File: config.mk
export PLATFORM = sky130hd
export DESIGN_NAME = grf_wr_arbiter
export DESIGN_NICKNAME = d
export VERILOG_FILES = /design/src/rtl/mips_defs.sv /design/src/rtl/arb_wait_cnt.sv /design/src/rtl/grf_wr_arbiter.sv
export SDC_FILE = /design/constraint.sdc
export NUM_CORES = 1
export LEC_CHECK = 0
export ABC_CLOCK_PERIOD_IN_PS = 3200
export CORE_UTILIZATION = 40
export DETAILED_ROUTE_END_ITERATION = 10
export PLACE_DENSITY = 0.86
export RECOVER_POWER = 100
export SLEW_MARGIN = 5
export SYNTH_ARGS = -nofsm -noshare
export SYNTH_HDL_FRONTEND = slang
export SYNTH_SLANG_ARGS = --single-unit
File: constraint.sdc
create_clock -name clk -period 3.2 [get_ports clk]
set_input_delay 0.8 -clock clk [delete_from_list [all_inputs] [get_ports clk]]
set_output_delay 0.8 -clock clk [all_outputs]
set_load 0.01 [all_outputs]
File: src/rtl/mips_defs.sv
// Shared MIPS core definitions: GRF geometry, the zero register and write-port source encodings.
package mips_defs;

  localparam int GRF_AW = 5;
  localparam int GRF_DW = 32;

  localparam logic [GRF_AW-1:0] REG_ZERO = 5'd0;

  localparam logic GRF_SRC_W    = 1'b0;
  localparam logic GRF_SRC_LATE = 1'b1;

  typedef struct packed {
    logic              we;
    logic [GRF_AW-1:0] addr;
    logic [GRF_DW-1:0] data;
    logic              sel;
  } grf_wr_t;

  // A write to $zero is architecturally discarded but the port still handshakes.
  function automatic logic grf_addr_writable(input logic [GRF_AW-1:0] addr);
    return addr != REG_ZERO;
  endfunction

endpackage

File: src/rtl/arb_wait_cnt.sv
// Saturating starvation counter for the late-result requester of the GRF write arbiter.
module arb_wait_cnt #(
  parameter int MAX = 4
) (
  input  logic clk,
  input  logic rst_n,
  input  logic inc_i,
  input  logic clr_i,
  input  logic hold_i,
  output logic sat_o
);

  localparam int W = $clog2(MAX + 1);

  logic [W-1:0] cnt_q;
  logic [W-1:0] cnt_d;

  assign sat_o = (cnt_q == W'(MAX));

  // Clear dominates so a withdrawn or granted request always restarts from zero.
  always_comb begin
    cnt_d = cnt_q;
    if (clr_i) begin
      cnt_d = '0;
    end else if (!hold_i && inc_i && !sat_o) begin
      cnt_d = cnt_q + W'(1);
    end
  end

  always_ff @(posedge clk or negedge rst_n) begin
    if (!rst_n) begin
      cnt_q <= '0;
    end else begin
      cnt_q <= cnt_d;
    end
  end

endmodule

File: src/rtl/grf_wr_arbiter.sv
// GRF write-port arbiter between W-stage writeback (src0) and late MDU/load results (src1).
// Define ARB_RR_EN for round-robin; default is src0 priority with a starvation counter.
module grf_wr_arbiter
  import mips_defs::*;
#(
  parameter int DW       = GRF_DW,
  parameter int AW       = GRF_AW,
  parameter int MAX_WAIT = 4
) (
  input  logic          clk,
  input  logic          rst_n,
  input  logic          s0_valid,
  input  logic [AW-1:0] s0_addr,
  input  logic [DW-1:0] s0_data,
  output logic          s0_ready,
  input  logic          s1_valid,
  input  logic [AW-1:0] s1_addr,
  input  logic [DW-1:0] s1_data,
  output logic          s1_ready,
  input  logic          hold,
  output logic          grf_we,
  output logic [AW-1:0] grf_waddr,
  output logic [DW-1:0] grf_wdata,
  output logic          grf_sel
);

  logic          gnt0;
  logic          gnt1;
  logic          gnt_any;
  logic          win_sel;
  logic [AW-1:0] win_addr;
  logic [DW-1:0] win_data;

  logic          grf_we_q,    grf_we_d;
  logic [AW-1:0] grf_waddr_q, grf_waddr_d;
  logic [DW-1:0] grf_wdata_q, grf_wdata_d;
  logic          grf_sel_q,   grf_sel_d;

`ifdef ARB_RR_EN
  logic last_gnt_q;
  logic last_gnt_d;

  // On contention the source that did not win last time goes first.
  assign gnt1 = !hold && s1_valid && (!s0_valid || (last_gnt_q == GRF_SRC_W));
  assign gnt0 = !hold && s0_valid && !gnt1;

  always_comb begin
    last_gnt_d = last_gnt_q;
    if (gnt1) begin
      last_gnt_d = GRF_SRC_LATE;
    end else if (gnt0) begin
      last_gnt_d = GRF_SRC_W;
    end
  end

  always_ff @(posedge clk or negedge rst_n) begin
    if (!rst_n) begin
      last_gnt_q <= GRF_SRC_LATE;
    end else begin
      last_gnt_q <= last_gnt_d;
    end
  end
`else
  logic wait_sat;
  logic wait_inc;
  logic wait_clr;

  // src0 wins unless src1 has been refused MAX_WAIT times in a row.
  assign gnt1 = !hold && s1_valid && (!s0_valid || wait_sat);
  assign gnt0 = !hold && s0_valid && !gnt1;

  assign wait_inc = s1_valid && !gnt1 && !hold;
  assign wait_clr = gnt1 || !s1_valid;

  arb_wait_cnt #(
    .MAX (MAX_WAIT)
  ) u_wait_cnt (
    .clk    (clk),
    .rst_n  (rst_n),
    .inc_i  (wait_inc),
    .clr_i  (wait_clr),
    .hold_i (hold),
    .sat_o  (wait_sat)
  );
`endif

  assign s0_ready = gnt0;
  assign s1_ready = gnt1;
  assign gnt_any  = gnt0 || gnt1;

  assign win_sel  = gnt1 ? GRF_SRC_LATE : GRF_SRC_W;
  assign win_addr = gnt1 ? s1_addr : s0_addr;
  assign win_data = gnt1 ? s1_data : s0_data;

  // Address/data/select only move on a grant; enable is a one-cycle pulse.
  always_comb begin
    grf_we_d    = 1'b0;
    grf_waddr_d = grf_waddr_q;
    grf_wdata_d = grf_wdata_q;
    grf_sel_d   = grf_sel_q;
    if (gnt_any) begin
      grf_we_d    = (win_addr != AW'(REG_ZERO));
      grf_waddr_d = win_addr;
      grf_wdata_d = win_data;
      grf_sel_d   = win_sel;
    end
  end

  always_ff @(posedge clk or negedge rst_n) begin
    if (!rst_n) begin
      grf_we_q    <= 1'b0;
      grf_waddr_q <= '0;
      grf_wdata_q <= '0;
      grf_sel_q   <= GRF_SRC_W;
    end else begin
      grf_we_q    <= grf_we_d;
      grf_waddr_q <= grf_waddr_d;
      grf_wdata_q <= grf_wdata_d;
      grf_sel_q   <= grf_sel_d;
    end
  end

  assign grf_we    = grf_we_q;
  assign grf_waddr = grf_waddr_q;
  assign grf_wdata = grf_wdata_q;
  assign grf_sel   = grf_sel_q;

endmodule

==> results of run 1 <==
-- through the flow --
step / total power, mW / cells
2_1_floorplan: 0.7822 / 165
3_3_place_gp: 1.043 / 345
3_5_place_dp: 1.053 / 345
4_1_cts: 1.391 / 351
5_1_grt: 1.422 / 351
6_report: 1.347 / 351
-- cells in the final DEF, fill, tap and decap left out, types with 2 or more instances in the layout --
cell | synthesis | layout
a221o_1 | 32 | 32
o311ai_0 | 0 | 5
a21boi_0 | 2 | 2
nand3_1 | 5 | 5
clkdlybuf4s50_1 | 0 | 78
dfrtp_1 | 42 | 42
clkbuf_8 | 0 | 6
dlygate4sd3_1 | 0 | 39
nor3b_1 | 2 | 2
inv_1 | 7 | 7
clkbuf_1 | 4 | 2
buf_4 | 0 | 5
ha_1 | 2 | 2
nand2_1 | 6 | 6
and2_1 | 34 | 34
-- cells in the mapped netlist --
cell type,number
nor2_1,1
nand2_1,6
nor2b_1,1
clkbuf_1,4
buf_6,6
a21o_1,1
nor3b_1,2
dfrtp_1,42
ha_1,2
o21a_1,1
a21bo_1,1
a21boi_0,2
or2b_1,1
a211oi_1,1
buf_2,3
a221o_1,32
nand3_1,5
and2_1,34
or3_1,1
or3b_2,1
a31oi_1,1
nor3_1,1
o311ai_1,5
or4_1,1
a311oi_1,1
inv_1,7
o21bai_1,1
o21ai_0,1
-- logic make-up after synthesis --
family | count (synthesis) | share of synthesized area, %
AO/OA/AOI/OAI | 47 | 22.41
flip-flops | 42 | 53.64
AND/OR/NAND/NOR | 54 | 16.35
buffers and inverters | 20 | 6.321
adder cells (fa/ha/maj) | 2 | 1.277
-- registers in the layout (all words and copies together) (netlist names) --
register          cells
grf_wdata            32
grf_waddr             5
u_wait_cnt.cnt_q      3
grf_sel               1
grf_we                1
-- metal layers --
layer | global-route usage (%) | wire length, µm | up-vias
met5 | 0 | 0 | -
met4 | 7.407 | 114 | 0
met3 | 6.111 | 352 | 12
met2 | 36.06 | 2694 | 69
met1 | 28.22 | 2253 | 852
li1 | - | - | 856
-- worst reg2reg max path, stage by stage (launching register included) --
cell      delay [ns]
dfrtp_1         0.39
inv_1           0.06
ha_1            0.26
a21bo_1         0.22
and2_1          0.17
clkbuf_2        0.47
a221o_1         0.55
-- where the power goes --
| part | internal, mW | total [mW] | switching (mW) |
|---|---|---|---|
| registers | 0.594 | 0.623 | 0.0286 |
| logic | 0.239 | 0.387 | 0.147 |
| clock network | 0.167 | 0.337 | 0.170 |
| total | 1.00 | 1.35 | 0.346 |
-- final cells by class --
| cell class | count | area, µm² |
|---|---|---|
| Inverter | 7 | 26.28 |
| Multi-Input combinational cell | 103 | 803.3 |
| Sequential cell | 42 | 1051 |
| Clock buffer | 6 | 82.58 |
| Tap cell | 67 | 83.83 |
| Timing Repair Buffer | 126 | 1231 |
| Fill cell | 373 | 1445 |
-- path summary, 6_finish.rpt --
check                      cells after the start                start             to
hold reg to reg                                1              grf_sel        grf_sel
max in group asynchronous                      1                rst_n  grf_wdata[12]
setup reg to reg                               6  u_wait_cnt.cnt_q[0]  grf_wdata[18]
setup / recovery                               4                 hold       s1_ready
min in group asynchronous                      1                rst_n   grf_wdata[9]
hold / removal                                 1              grf_sel        grf_sel
==> results.py, run 1 <==
metrics = {
    "timing": {
        "period_share_pct": 95.24,
        "slew_viol_final": 43,
        "setup_ws_ns": 0.1522,
        "fmax_mhz": 328.1,
        "slew_headroom_pct": -44.66,
        "rsz0062_at_grt": "no",
        "tns_ns": 0,
        "finalSetupViolCount": 0,
        "final.setup_skew_ns": 0.005889,
        "finalHoldViolations": 0,
        "worst_pin_slew_ns": 2.170,
        "finalCriticalPeriod_ns": 3.048,
        "hold_slack_ns": 0.4873,
    },
    "worst_setup_path": {
        "slowest_delay_ns": 0.55,
        "required_ns": 2.40,
        "crit_top_cell": "clkdlybuf4s50_1",
        "worstPathCellList": "clkdlybuf4s50_1 -> nor2b_1 -> and2_1 -> clkdlybuf4s50_1",
        "critPathTopFamily": "buffers and inverters",
        "crit_type": "in -> out",
        "worstPathArrival_ns": 2.25,
        "critPathMaxFanout": 8,
        "end_kind": "output pin",
        "worst_path_max_delay_cell": "clkdlybuf4s50_1",
        "cp-start-kind": "input port",
        "r2r_slack_ns": 0.96,
        "path_buf_inv": 2,
    },
    "cts": {
        "cts_max_path_buffers": 2,
        "clk_pin_slew_ns": 0.07,
        "cts_resized": 0,
        "cts_sinks": 42,
        "tritoncts": "built",
        "cts_htree_levels": 2,
        "postCtsSetupBuffers": 0,
        "postCtsHoldBufs": 0,
        "cts_buffers": 5,
        "root_buffer": "clkbuf_8",
        "clock_latency_ns": 0.29,
    },
    "power_and_ir_drop": {
        "power_density_nw_per_um2": 410.8,
        "ir_drop_v": 0.0002869,
        "power.static_leakage_nw": 1.410,
    },
    "detailed_routing": {
        "vias_per_cell": 5.097,
        "wire_per_inst_um": 15.43,
        "drc": 0,
        "antenna_left": 0,
        "drtPass1Iterations": 4,
        "vias": 1789,
        "drt-total-wl_mm": 5.415,
        "dr.first_iter.drc_count": 59,
    },
    "place": {
        "place.gp.congestion": 0.8097,
        "dpl_cell_area_um2": 3203,
        "place_hpwl_mm": 3.966,
        "place_ws_ns": 0.02970,
        "portBuffers": 119,
    },
    "final_layout": {
        "area_delta_synth_final_pct": 67.31,
        "diodes": 0,
        "finalInstanceArea_um2": 3278,
        "postLayoutCoreUtil_pct": 69.40,
        "final_nets": 366,
        "drive_gt1_share_pct": 5.282,
    },
    "global_routing": {
        "grt_overflow": 0,
        "grt_max_degree": 43,
        "grt_antenna_before_repair": 0,
        "grt_pass1_vias": 1826,
        "grt_usage_pct": 21.99,
        "grt_pass1_wl_mm": 8.659,
    },
    "yosys": {
        "ys_seq_elements": 42,
        "synthCells": 165,
        "synth_top_area_share_pct": 53.64,
        "syn_nets": 246,
        "yosys_warnings": 0,
        "seq_area_frac_synth_pct": 53.64,
        "synth_cell_types": 28,
        "synthDominantAreaCellType": "dfrtp_1",
        "syn_area_um2": 1959,
        "syn_area_per_cell_um2": 11.88,
        "synthTopCellsByArea": "dfrtp_1, a221o_1, and2_1",
    },
    "floorplanning": {
        "die-area_um2": 5183,
        "chipHeight_um": 71.99,
        "die_w_um": 71.99,
        "ios": 120,
        "core-area_um2": 4723,
        "rows": 25,
        "initial_utilization_pct": 41.48,
    },
    "status": {
        "status": "complete, but fails checks",
        "violations": "max-capacitance violations, max-slew violations",
    },
    "hold_path": {
        "min_path_type": "reg -> reg",
    },
    "flow_run": {
        "cap_violations": 1,
    },
}
(Power assumes the default switching activity.)
==> run 2: changes to the inputs <==
--- a/config.mk
+++ b/config.mk
@@ -5,10 +5,10 @@
 export SDC_FILE = /design/constraint.sdc
 export NUM_CORES = 1
 export LEC_CHECK = 0
-export ABC_CLOCK_PERIOD_IN_PS = 3200
-export CORE_UTILIZATION = 40
+export ABC_CLOCK_PERIOD_IN_PS = 2600
+export CORE_UTILIZATION = 30
 export DETAILED_ROUTE_END_ITERATION = 10
-export PLACE_DENSITY = 0.86
+export PLACE_DENSITY = 0.7
 export RECOVER_POWER = 100
 export SLEW_MARGIN = 5
 export SYNTH_ARGS = -nofsm -noshare
==> constraint.sdc (replaced) <==
create_clock -name clk -period 2.6 [get_ports clk]
set_input_delay 0.65 -clock clk [delete_from_list [all_inputs] [get_ports clk]]
set_output_delay 0.65 -clock clk [all_outputs]
set_load 0.01 [all_outputs]
==> run 2 against run 1 <==
  * The run now ends clean
  * Highest routed layer unchanged
  * Combinational power grew 23%
  * Setup slack lost 0.094 ns
  * Via count is the same
  * Total power grew 25%
  * Clock power grew 29%
  * Core utilization shrank 17 points
  * Clock skew shrank 0.00070 ns
  * Critical path depth is the same
==> results.py, run 2 (same netlist as run 1, synthesis figures left out) <==
metrics = {
    "global_routing": {
        "grt_pass1_wl_mm": 9.225,
        "grt_antenna_before_repair": 0,
        "grt_max_degree": 40,
        "grt_pass1_vias": 1859,
        "grt_usage_pct": 16.74,
        "grt_overflow": 0,
    },
    "final_layout": {
        "final_common_cell": "clkdlybuf4s50_1",
        "final_cell_mix": "clkdlybuf4s50_1, dfrtp_1, dlygate4sd3_1",
        "area_delta_synth_final_pct": 69.99,
        "final_nets": 371,
        "fin_cells": 368,
        "largest_reg_flops": 32,
        "fill_cells": 583,
        "drive_gt1_share_pct": 6.873,
        "diodes": 0,
    },
    "detailed_routing": {
        "drt-total-wl_mm": 5.418,
        "wl_met2_mm": 2.490,
        "top_layer_used": "met4",
        "vias": 1789,
        "drtPass1Iterations": 4,
        "met1Wirelength_mm": 2.493,
        "dr.first_iter.drc_count": 109,
        "vias_per_cell": 4.861,
        "drc": 0,
        "route.met3.wl_um": 324,
        "antenna_left": 0,
        "wire_per_inst_um": 14.72,
    },
    "power_and_ir_drop": {
        "ir_drop_v": 0.0002418,
        "power.static_leakage_nw": 1.440,
        "total_power_mw": 1.678,
        "power_density_nw_per_um2": 503.8,
    },
    "worst_setup_path": {
        "worst_path_max_delay_cell": "clkdlybuf4s50_1",
        "crit_type": "in -> out",
        "r2r_slack_ns": 0.39,
        "end_kind": "output pin",
        "cp-start-kind": "input port",
        "slowest_delay_ns": 0.47,
        "required_ns": 1.95,
        "crit_start": "s0_valid",
        "worstPathArrival_ns": 1.89,
        "worstPathCellList": "clkdlybuf4s50_1 -> or2b_1 -> a31oi_4 -> dlygate4sd2_1",
        "critPathMaxFanout": 2,
        "rr_startpoint": "u_wait_cnt.cnt_q[0]",
    },
    "timing": {
        "slew_headroom_pct": 34.06,
        "fmax_mhz": 393.4,
        "worst_pin_slew_ns": 0.9891,
        "rsz0062_at_grt": "no",
        "finalSetupViolCount": 0,
        "hold_slack_ns": 0.2452,
        "final.setup_skew_ns": 0.005188,
        "period_share_pct": 97.76,
        "slew_viol_final": 0,
        "setup_ws_ns": 0.05813,
        "finalHoldViolations": 0,
        "finalCriticalPeriod_ns": 2.542,
    },
    "flow_run": {
        "cap_violations": 0,
    },
    "place": {
        "place_hpwl_mm": 4.013,
        "place_ws_ns": -0.2110,
        "dp_cells": 360,
        "portBuffers": 119,
        "place.gp.congestion": 0.7661,
    },
    "floorplanning": {
        "initial_utilization_pct": 31.03,
        "die_w_um": 82.82,
        "chipHeight_um": 82.82,
        "die-area_um2": 6858,
        "ios": 120,
        "core-area_um2": 6314,
        "rows": 29,
    },
    "cts": {
        "root_buffer": "clkbuf_8",
        "cts_buffers": 5,
        "tritoncts": "built",
        "clk_pin_slew_ns": 0.08,
        "cts_max_path_buffers": 2,
        "cts_sinks": 42,
        "cts_htree_levels": 2,
        "clock_latency_ns": 0.29,
    },
    "status": {
        "status": "finished clean",
    },
    "hold_path": {
        "min_path_type": "in -> async",
    },
}
[run 2: cell count changes in the layout (fill, tap and decap cells not counted), sizes merged]
cell           delta
clkbuf            +2
clkinv            +1
clkdlybuf4s25     -1
clkinvlp          +1
buf               +3
clkdlybuf4s50     -1
dlygate4sd2       +2
[run 2: through the flow]
stage	area [µm²]	util (%)	TNS [ns]
CTS	3346	52.99	0
finish	3331	52.75	0
detailed placement	3253	51.53	-0.3863
global placement	3253	51.53	-0.4245
floorplan	1959	-	0
global route	3331	52.75	0
[run 2: final cells by class]
| cell class | instances | area (µm²) | share of cell area [%] |
|---|---|---|---|
| clock inverters | 2 | 12.51 | 0.3757 |
| multi-input cells | 103 | 803.3 | 24.12 |
| clock buffers | 6 | 82.58 | 2.479 |
| inverters | 7 | 26.28 | 0.7889 |
| repair buffers | 131 | 1259 | 37.79 |
| well taps | 77 | 96.34 | 2.893 |
| flip-flops and latches | 42 | 1051 | 31.56 |
[run 2: critical path, delay by kind of cell]
| kind | cells | cell delay, ns |
|---|---|---|
| buffers and inverters | 2 | 0.77 |
| AND/OR/NAND/NOR | 1 | 0.27 |
| AO/OA/AOI/OAI | 1 | 0.20 |
[run 2: timing repair]
| item | in CTS | in global routing |
|---|---|---|
| endpoints found under the setup margin | 2 | 0 |
| hold buffers | 0 | 0 |
| gates resized for setup | 2 | 0 |
| buffers inserted | 0 | 0 |
[run 2: per-layer routing]
layer  GRT usage [%]  vias up
met5               0        -
met4           6.270        0
met3           4.473       11
met2           25.56       67
met1           22.77      842
li1                -      869
[run 2: path summary, 6_finish.rpt]
check                                endpoint  cells past startpoint
worst max-delay path                 s0_ready                      4
worst min-delay path             grf_wdata[3]                      1
worst max register to register  grf_wdata[25]                      6
worst min register to register        grf_sel                      1
max in group asynchronous       grf_wdata[19]                      2
min in group clk                      grf_sel                      1
[run 2: where the power goes]
| part | leakage [nW] | total [mW] | switching, mW | internal [mW] |
|---|---|---|---|---|
| Sequential | 0.522 | 0.768 | 0.0367 | 0.731 |
| Combinational | 0.871 | 0.476 | 0.179 | 0.297 |
| Clock | 0.0472 | 0.434 | 0.221 | 0.213 |
| Total | 1.44 | 1.68 | 0.436 | 1.24 |
